===== src/rtl/data_memory_pkg.sv =====
// Shared constants and types for the data memory block.
// Holds the RV32I load/store width codes and the FSM state enum.
package data_memory_pkg;

    localparam logic [2:0] F3_B  = 3'b000;
    localparam logic [2:0] F3_H  = 3'b001;
    localparam logic [2:0] F3_W  = 3'b010;
    localparam logic [2:0] F3_BU = 3'b100;
    localparam logic [2:0] F3_HU = 3'b101;

    typedef enum logic [1:0] {
        IDLE = 2'd0,
        BUSY = 2'd1,
        RESP = 2'd2
    } state_t;

endpackage


===== src/rtl/lsu_align.sv =====
// Combinational byte-lane extract/insert and request error check.
// Loads are sign/zero-extended; stores merge into the current word.
module lsu_align
    import data_memory_pkg::*;
#(
    parameter int DEPTH = 32
) (
    input  logic        write,
    input  logic [2:0]  funct3,
    input  logic [31:0] addr,
    input  logic [31:0] wdata,
    input  logic [31:0] word,
    output logic        error,
    output logic [31:0] new_word,
    output logic [31:0] rdata
);

    logic is_b;
    logic is_h;
    logic is_w;
    logic is_bu;
    logic is_hu;
    logic bad_f3;
    logic mis;
    logic oor;
    logic [4:0] b_sh;
    logic [4:0] h_sh;
    logic [7:0] b_val;
    logic [15:0] h_val;

    assign is_b  = (funct3 == F3_B);
    assign is_h  = (funct3 == F3_H);
    assign is_w  = (funct3 == F3_W);
    assign is_bu = (funct3 == F3_BU);
    assign is_hu = (funct3 == F3_HU);

    assign b_sh  = {addr[1:0], 3'b000};
    assign h_sh  = {addr[1], 4'b0000};
    assign b_val = word[b_sh +: 8];
    assign h_val = word[h_sh +: 16];

    // Legality: width code, natural alignment, address range.
    always_comb begin
        bad_f3 = write ? !(is_b | is_h | is_w)
                       : !(is_b | is_h | is_w | is_bu | is_hu);
        mis    = ((is_h | is_hu) & addr[0]) | (is_w & (|addr[1:0]));
        oor    = (addr >= 32'(4 * DEPTH));
        error  = bad_f3 | mis | oor;
    end

    // Load lane select and extension; zero for stores and errors.
    always_comb begin
        rdata = '0;
        if (!write && !error) begin
            unique case (1'b1)
                is_b:    rdata = {{24{b_val[7]}}, b_val};
                is_bu:   rdata = {24'b0, b_val};
                is_h:    rdata = {{16{h_val[15]}}, h_val};
                is_hu:   rdata = {16'b0, h_val};
                is_w:    rdata = word;
                default: rdata = '0;
            endcase
        end
    end

    // Store lane merge into the existing word.
    always_comb begin
        new_word = word;
        if (write) begin
            unique case (1'b1)
                is_b:    new_word[b_sh +: 8]  = wdata[7:0];
                is_h:    new_word[h_sh +: 16] = wdata[15:0];
                is_w:    new_word = wdata;
                default: new_word = word;
            endcase
        end
    end

endmodule


===== src/rtl/data_memory.sv =====
// Word-organised data memory with fixed access latency.
// One request in flight; valid/ready on both request and response.
module data_memory
    import data_memory_pkg::*;
#(
    parameter int DEPTH   = 32,
    parameter int LATENCY = 2
) (
    input  logic        clk,
    input  logic        reset,
    input  logic        req_valid,
    output logic        req_ready,
    input  logic        req_write,
    input  logic [2:0]  req_funct3,
    input  logic [31:0] req_addr,
    input  logic [31:0] req_wdata,
    output logic        rsp_valid,
    input  logic        rsp_ready,
    output logic [31:0] rsp_rdata,
    output logic        rsp_error
);

    localparam int AW = $clog2(DEPTH);

    state_t      state;
    state_t      state_nx;
    logic [3:0]  cnt;
    logic [3:0]  cnt_nx;
    logic        accept;
    logic        access;

    logic        q_write;
    logic [2:0]  q_f3;
    logic [31:0] q_addr;
    logic [31:0] q_wdata;

    logic        a_write;
    logic [2:0]  a_f3;
    logic [31:0] a_addr;
    logic [31:0] a_wdata;
    logic [AW-1:0] a_idx;
    logic [31:0] a_word;
    logic        al_err;
    logic [31:0] al_new;
    logic [31:0] al_rdata;

    logic [31:0] mem [DEPTH];
    logic [31:0] rdata_q;
    logic        error_q;

    assign req_ready = (state == IDLE) & ~reset;
    assign accept    = req_valid & req_ready;
    assign rsp_valid = (state == RESP) & ~reset;
    assign rsp_rdata = reset ? '0 : rdata_q;
    assign rsp_error = error_q & ~reset;

    // Zero latency accesses straight from the request port.
    assign a_write = (state == IDLE) ? req_write  : q_write;
    assign a_f3    = (state == IDLE) ? req_funct3 : q_f3;
    assign a_addr  = (state == IDLE) ? req_addr   : q_addr;
    assign a_wdata = (state == IDLE) ? req_wdata  : q_wdata;
    assign a_idx   = a_addr[AW+1:2];
    assign a_word  = mem[a_idx];

    lsu_align #(
        .DEPTH(DEPTH)
    ) u_align (
        .write    (a_write),
        .funct3   (a_f3),
        .addr     (a_addr),
        .wdata    (a_wdata),
        .word     (a_word),
        .error    (al_err),
        .new_word (al_new),
        .rdata    (al_rdata)
    );

    // State and wait counter register.
    always_ff @(posedge clk) begin
        if (reset) begin
            state <= IDLE;
            cnt   <= '0;
        end else begin
            state <= state_nx;
            cnt   <= cnt_nx;
        end
    end

    // Next state; access fires on the edge that enters RESP.
    always_comb begin
        state_nx = state;
        cnt_nx   = cnt;
        access   = 1'b0;
        unique case (state)
            IDLE: begin
                if (accept) begin
                    cnt_nx = 4'(LATENCY);
                    if (LATENCY == 0) begin
                        state_nx = RESP;
                        access   = 1'b1;
                    end else begin
                        state_nx = BUSY;
                    end
                end
            end
            BUSY: begin
                cnt_nx = cnt - 4'd1;
                if (cnt == 4'd1) begin
                    state_nx = RESP;
                    access   = 1'b1;
                end
            end
            RESP: begin
                if (rsp_ready) begin
                    state_nx = IDLE;
                end
            end
            default: state_nx = IDLE;
        endcase
    end

    // Capture request fields on the accept edge.
    always_ff @(posedge clk) begin
        if (reset) begin
            q_write <= 1'b0;
            q_f3    <= '0;
            q_addr  <= '0;
            q_wdata <= '0;
        end else if (accept) begin
            q_write <= req_write;
            q_f3    <= req_funct3;
            q_addr  <= req_addr;
            q_wdata <= req_wdata;
        end
    end

    // Storage array and registered response.
    always_ff @(posedge clk) begin
        if (reset) begin
            for (int i = 0; i < DEPTH; i++) begin
                mem[i] <= '0;
            end
            rdata_q <= '0;
            error_q <= 1'b0;
        end else if (access) begin
            if (a_write && !al_err) begin
                mem[a_idx] <= al_new;
            end
            rdata_q <= al_rdata;
            error_q <= al_err;
        end
    end

endmodule


===== config.mk =====
export PLATFORM = sky130hd
export DESIGN_NAME = data_memory
export DESIGN_NICKNAME = d
export VERILOG_FILES = /design/src/rtl/data_memory_pkg.sv /design/src/rtl/lsu_align.sv /design/src/rtl/data_memory.sv
export SDC_FILE = /design/constraint.sdc
export NUM_CORES = 2
export LEC_CHECK = 0
export ABC_AREA = 1
export BUFFER_PORTS_ARGS = -buffer_cell sky130_fd_sc_hd__buf_2
export CAP_MARGIN = 30
export CORE_UTILIZATION = 55
export CTS_CLUSTER_SIZE = 20
export DETAILED_ROUTE_END_ITERATION = 6
export PLACE_DENSITY = 0.72
export SLEW_MARGIN = 20
export SYNTH_ARGS = -nofsm -noshare
export SYNTH_HDL_FRONTEND = slang
export SYNTH_SLANG_ARGS = --single-unit

===== constraint.sdc =====
create_clock -name clk -period 10.06 [get_ports clk]
set_input_delay 1.006 -clock clk [delete_from_list [all_inputs] [get_ports clk]]
set_output_delay 1.006 -clock clk [all_outputs]
set_load 0.05 [all_outputs]

**Word-level counts from Yosys, hierarchy flattened**

Memory sizes are Yosys's and may differ from the RTL's.
Index checks and enable logic that the tools add are counted.

- Register bits: 107
- Bits in writable memories: 1024
- Input port bits: 72
- Output and inout bits: 35
- Logic and storage cells: 86
- Memories: 1

Memories:

| memory | depth | width | read ports | clocked after Yosys merged registers in | write ports | line | RTL |
|---|---|---|---|---|---|---|---|
| mem | 32 | 32 | 1 | 0 | 32 | data_memory.sv:47 | `logic [31:0] mem [DEPTH];` |

- Add/sub/neg operators: 3
- $lt $le $gt $ge: 1
- Equality and inequality tests: 10
- Shift-type cells: 6
- Mux-type cells: 29
- Bitwise gates (word level): 15
- Reduce and logical (&&, ||, !) cells: 13

Operators with widths:

| cell | count |
|---|---|
| 2-to-1 mux 32 bit | 6 |
| one-hot mux 32 bit (5 select lines) | 1 |
| one-hot mux 32 bit (3 select lines) | 1 |
| bitwise mux 32 bit | 2 |
| greater-or-equal comparator 32 x 8 -> 1 bit (second input constant) | 1 |
| OR reduction 32 bit | 1 |
| variable shift 16 x 7 -> 32 bit (first input constant) | 1 |
| variable shift 8 x 7 -> 32 bit (first input constant) | 1 |
| variable part select 16 x 7 -> 32 bit | 1 |
| variable part select 32 x 6 -> 16 bit | 1 |
| variable part select 32 x 6 -> 8 bit | 1 |
| variable part select 8 x 7 -> 32 bit | 1 |
| negation 5 -> 7 bit | 2 |
| 2-to-1 mux 1 bit | 11 |
| bitwise OR 1 bit | 8 |
| one-hot mux 4 bit (2 select lines) | 1 |
| AND 1 bit | 6 |
| equality test 3 bit (second input constant) | 2 |
| 2-to-1 mux 2 bit | 3 |
| inequality test 2 bit (second input constant) | 3 |
| one-hot mux 2 bit (3 select lines) | 1 |
| 2-to-1 mux 5 bit | 1 |
| equality test 4 x 1 -> 1 bit (second input constant) | 1 |
| logical NOT 1 bit | 4 |
| 15 further kinds | 16 |

**Depth between registers and ports, before layout**

- Word-level depth: 19
- Mapped depth: 21
- Depth with buffers taken out: 17

**By module**

From an unflattened synthesis, not the netlist that was laid out.

- Cell total of the unflattened synthesis: 6655
- Area total of the unflattened synthesis: 55423.2 sq um

Modules (own cells, without submodules):

| module | times used | cells an instance | area an instance (sq um) | sequential area each (sq um) |
|---|---|---|---|---|
| data_memory | 1 | 6029 | 52489.1 | 32891.5 |
| lsu_align | 1 | 626 | 2934.1 | 0.0 |

**Worst setup path before layout**

Ideal clock, no wire load.

- Path type: input to register
- Start: in req_addr[1]
- End: mem mem[13][0] (enable)
- Library setup time: 389 ps
- Data arrival time: 4454 ps
- Path slack: 5216 ps
- Cell stages on the path: 15
- Buffers on the path: 4
- Cells stage by stage: or2_2 > o21ai_1 > clkbuf_1 > ha_1 > clkbuf_1 > clkinv_1 > o21ai_0 > nand2_1 > nor2_1 > nand4_1 > nor2_2 > buf_6 > nand3_2 > clkbuf_1 > nand2_1

RTL lines:

| element | line | RTL |
|---|---|---|
| start, declared | data_memory.sv:15 | `input logic [31:0] req_addr,` |
| end, declared | data_memory.sv:47 |  |

==> summary.md <==
| Metric | Value |
|---|---|
| Reg2Reg Depth | 17 |
| # diodes | 0 |
| Status | finished with violations |
| Pre-CTS setup slack | 3280 ps |
| RSZ-0062 raised after global routing | false |
| Data required time at the worst endpoint | 10440 ps |
| Hold Violations, Final | 0 |
| Synth area leaders | edfxtp_1 (54%), nand2_1 (17%), nor2_1 (8.5%) |
| CTS resizes | 0 |
| Clock latency on the worst-skew pair | 730 ps |
| Worst Hold Path EP | q_wdata[5] |
| First-pass GRT wire length | 265000 um |
| DR iter-0 viols | 6786 |
| Layout Skew | 36.7 ps |
| DR WL/cell | 21.5 um |
| Drt first pass iters | 7 |
| Minimum clock period | 6670 ps |
| DR WL met2 | 79100 um |
| Top sig layer | met4 |
| Final nets | 7048 |
| Reg area | 32900 um2 |
| Flop2flop setup slack | 3390 ps |
| Max Root-Sink Buffers | 3 |
| Num Clock Sinks | 1131 |
| Placed cell areas | 58300 um2 |
| Crit path kind | reg -> reg |
| Die Span Y | 325 um |
| DR vias/cell | 5.48 |
| Setup Total Neg Slack | 0 ps |
| Crit-path cells | inv_2 > nand2_2 > buf_4 > or2_2 > o21ai_4 > buf_4 > ha_1 > clkinv_1 > o21ai_0 > nand2_1 > nor2_1 > nand4_1 > nor2_4 > buf_4 > nand3_2 > nand2_1 > buf_4 |
| Min-Delay Path Class | reg -> reg |
| Clk slew on worst S/H paths | 60 ps |
| Slew margin rel. | 26.4% |
| Synthesized area per cell | 8.06 um2 |
| DP Wirelength | 113000 um |
| Slowest CP cell | nand2_1 |
| Peak VDD IR | 164 uV |
| CP peak stage delay | 710 ps |
| Routed vias | 46313 |
| Seq/Total Area, Yosys | 57.4% |
| Metal3 WL | 23800 um |
| Tot GR Track Use | 33.9% |
| Worst-margin pin slew | 1090 ps |
| Largest net degree at the start of global routing | 212 |
| Power density cells | 202 nW/um2 |
| LEAKAGE | 28.3 nW |
| Arr. time, crit path | 7050 ps |
| DRT antenna net count | 0 |
| Area Overhead vs Synth | 7.96% |
| Max-cap violations | 0 |
| WHS Path Cells | 2 |
| FILL cells | 9036 |
| Synth area leader | edfxtp_1 |
| Syn Std Cell Area | 57300 um2 |
| Postcts setup bufs | 0 |
| Port-buffer cells | 106 |
| Core area | 103000 um2 |
| Min-delay src | q_wdata[5] |
| Number of synthesized register bits | 1131 |
| Grt total ovfl | 0 |
| Initial antenna violation count | 0 |
| Critical-path maximum fanout | 62 |
| Placer Congestion | 1.09 |
| Cell row count | 118 |
| Htree depth | 3 |
| Via count of the first global-routing pass | 42321 |
| Failing checks | DRC |
| Post-route cell area | 61900 um2 |
| Hold_buf cts | 0 |
| TritonCTS Buffers | 115 |
| Initial Util | 55.4% |
| RR Startpoint | state[1] |
| Cell Count, Final, Fillers Out | 8450 |
| Post-synth top area share | 53.6% |
| Num ports | 107 |
| Met1 Wirelength | 67600 um |
| CP Capture Type | flop |
| Final worst slack | 3390 ps |
| Yosys warns | 0 |
| CTS root buf | clkbuf_16 |
| Multi-input logic area | 18800 um2 |
| WL final | 181000 um |
| Reg2reg end | mem[29][16] |
| Synth Instances | 7115 |
| Final period utilization | 66.3% |
| CP Launch Type | flop |
| CTS tree | done |
| Chip width | 325 um |
| Fmax | 150 MHz |
| Fin. max-slew vios | 0 |
| CP most frequent cell | buf_4 |
| Number of remaining DRC errors | 2 |
| Distinct cells, synth | 38 |
| Post-Syn Nets | 7193 |
| Most frequent cells in the layout | nand2_1 (2573), nor2_1 (1298), edfxtp_1 (1024), inv_1 (897), o21ai_0 (241) |
| Most common cell after layout, fill and taps aside | nand2_1 |
| Final setup viols | 0 |
| Share of layout cells above drive strength 1 | 6.75% |
| Die area | 106000 um2 |
| Placed Cells | 8233 |
[metal layers]
layer	GRT usage (%)	vias up
li1	-	21613
met2	50.8	2758
met3	8.81	488
met4	17.7	0
met5	0	-
met1	45.6	21454
[per-stage QoR]
| stage | hold slack (ps) | utilization, % | power (mW) |
|---|---|---|---|
| floorplan | 425 | - | 7.04 |
| finish | 449 | 59.8 | 12.5 |
| global route | 462 | 59.8 | 12.8 |
| detailed placement | 439 | 56.3 | 8.24 |
| global placement | 434 | 56.2 | 8.21 |
| CTS | 448 | 59.8 | 12.4 |
[flip-flops by register name, indices dropped and copies added, names as in the netlist]
signal   count
q_wdata     32
q_write      1
rdata_q     32
q_addr      32
q_f3         3
error_q      1
state        2
mem       1024
cnt          4
[how the worst max path moves through the flow]
| stage | start | end | slack [ps] | cells after the start |
|---|---|---|---|---|
| detailed placement | req_addr[1] | mem[13][10] | 3280 | 15 |
| CTS | state[1] | mem[13][30] | 3550 | 17 |
| global route | state[0] | mem[29][28] | 3000 | 17 |
| finish | state[1] | mem[29][16] | 3390 | 17 |
| global placement | req_addr[1] | mem[18][1] | 2980 | 14 |
| floorplan | req_addr[1] | mem[13][0] | 5220 | 15 |
[worst max-delay path, delay by kind of cell (launching register included)]
kind	cells	cell delay [ps]
compound gates	2	310
fa+ha+maj	1	620
buf+inv	6	2190
flops	1	350
simple gates	8	2780
[logic make-up after synthesis]
| logic type | share of synthesized area [%] |
|---|---|
| compound gates | 3.78 |
| fa+ha+maj | 0.131 |
| buf+inv | 10.1 |
| flops | 57.4 |
| simple gates | 28.6 |
[power by group]
part	internal, mW	switching (mW)	total (mW)
clock	2.37	1.85	4.21
combinational	0.525	2.45	2.97
sequential	5.27	0.0488	5.32
total	8.16	4.34	12.5
[cells in the mapped netlist, drive strengths merged]
master  instances
nor4            5
o21ai         252
o31ai           2
dfxtp         107
nor2         1308
nand4          12
nand3         196
nand3b         34
inv           909
o41ai           1
nand2        2611
clkbuf        184
ha              6
a211oi          5
nor3           11
a31oi           1
o22ai           3
o211ai          9
or2             6
clkinv          2
buf           284
edfxtp       1024
a21oi         143
[final cells by class]
cell class | count | share of cell area (%)
clock buffer | 148 | 4.98
sequential | 1131 | 53.1
timing repair buffer | 206 | 2.24
clock inverter | 69 | 0.903
tap | 1380 | 2.79
inverter | 911 | 5.55
multi-input combinational | 4605 | 30.4
Note: power is estimated with default switching activity, not from simulation.
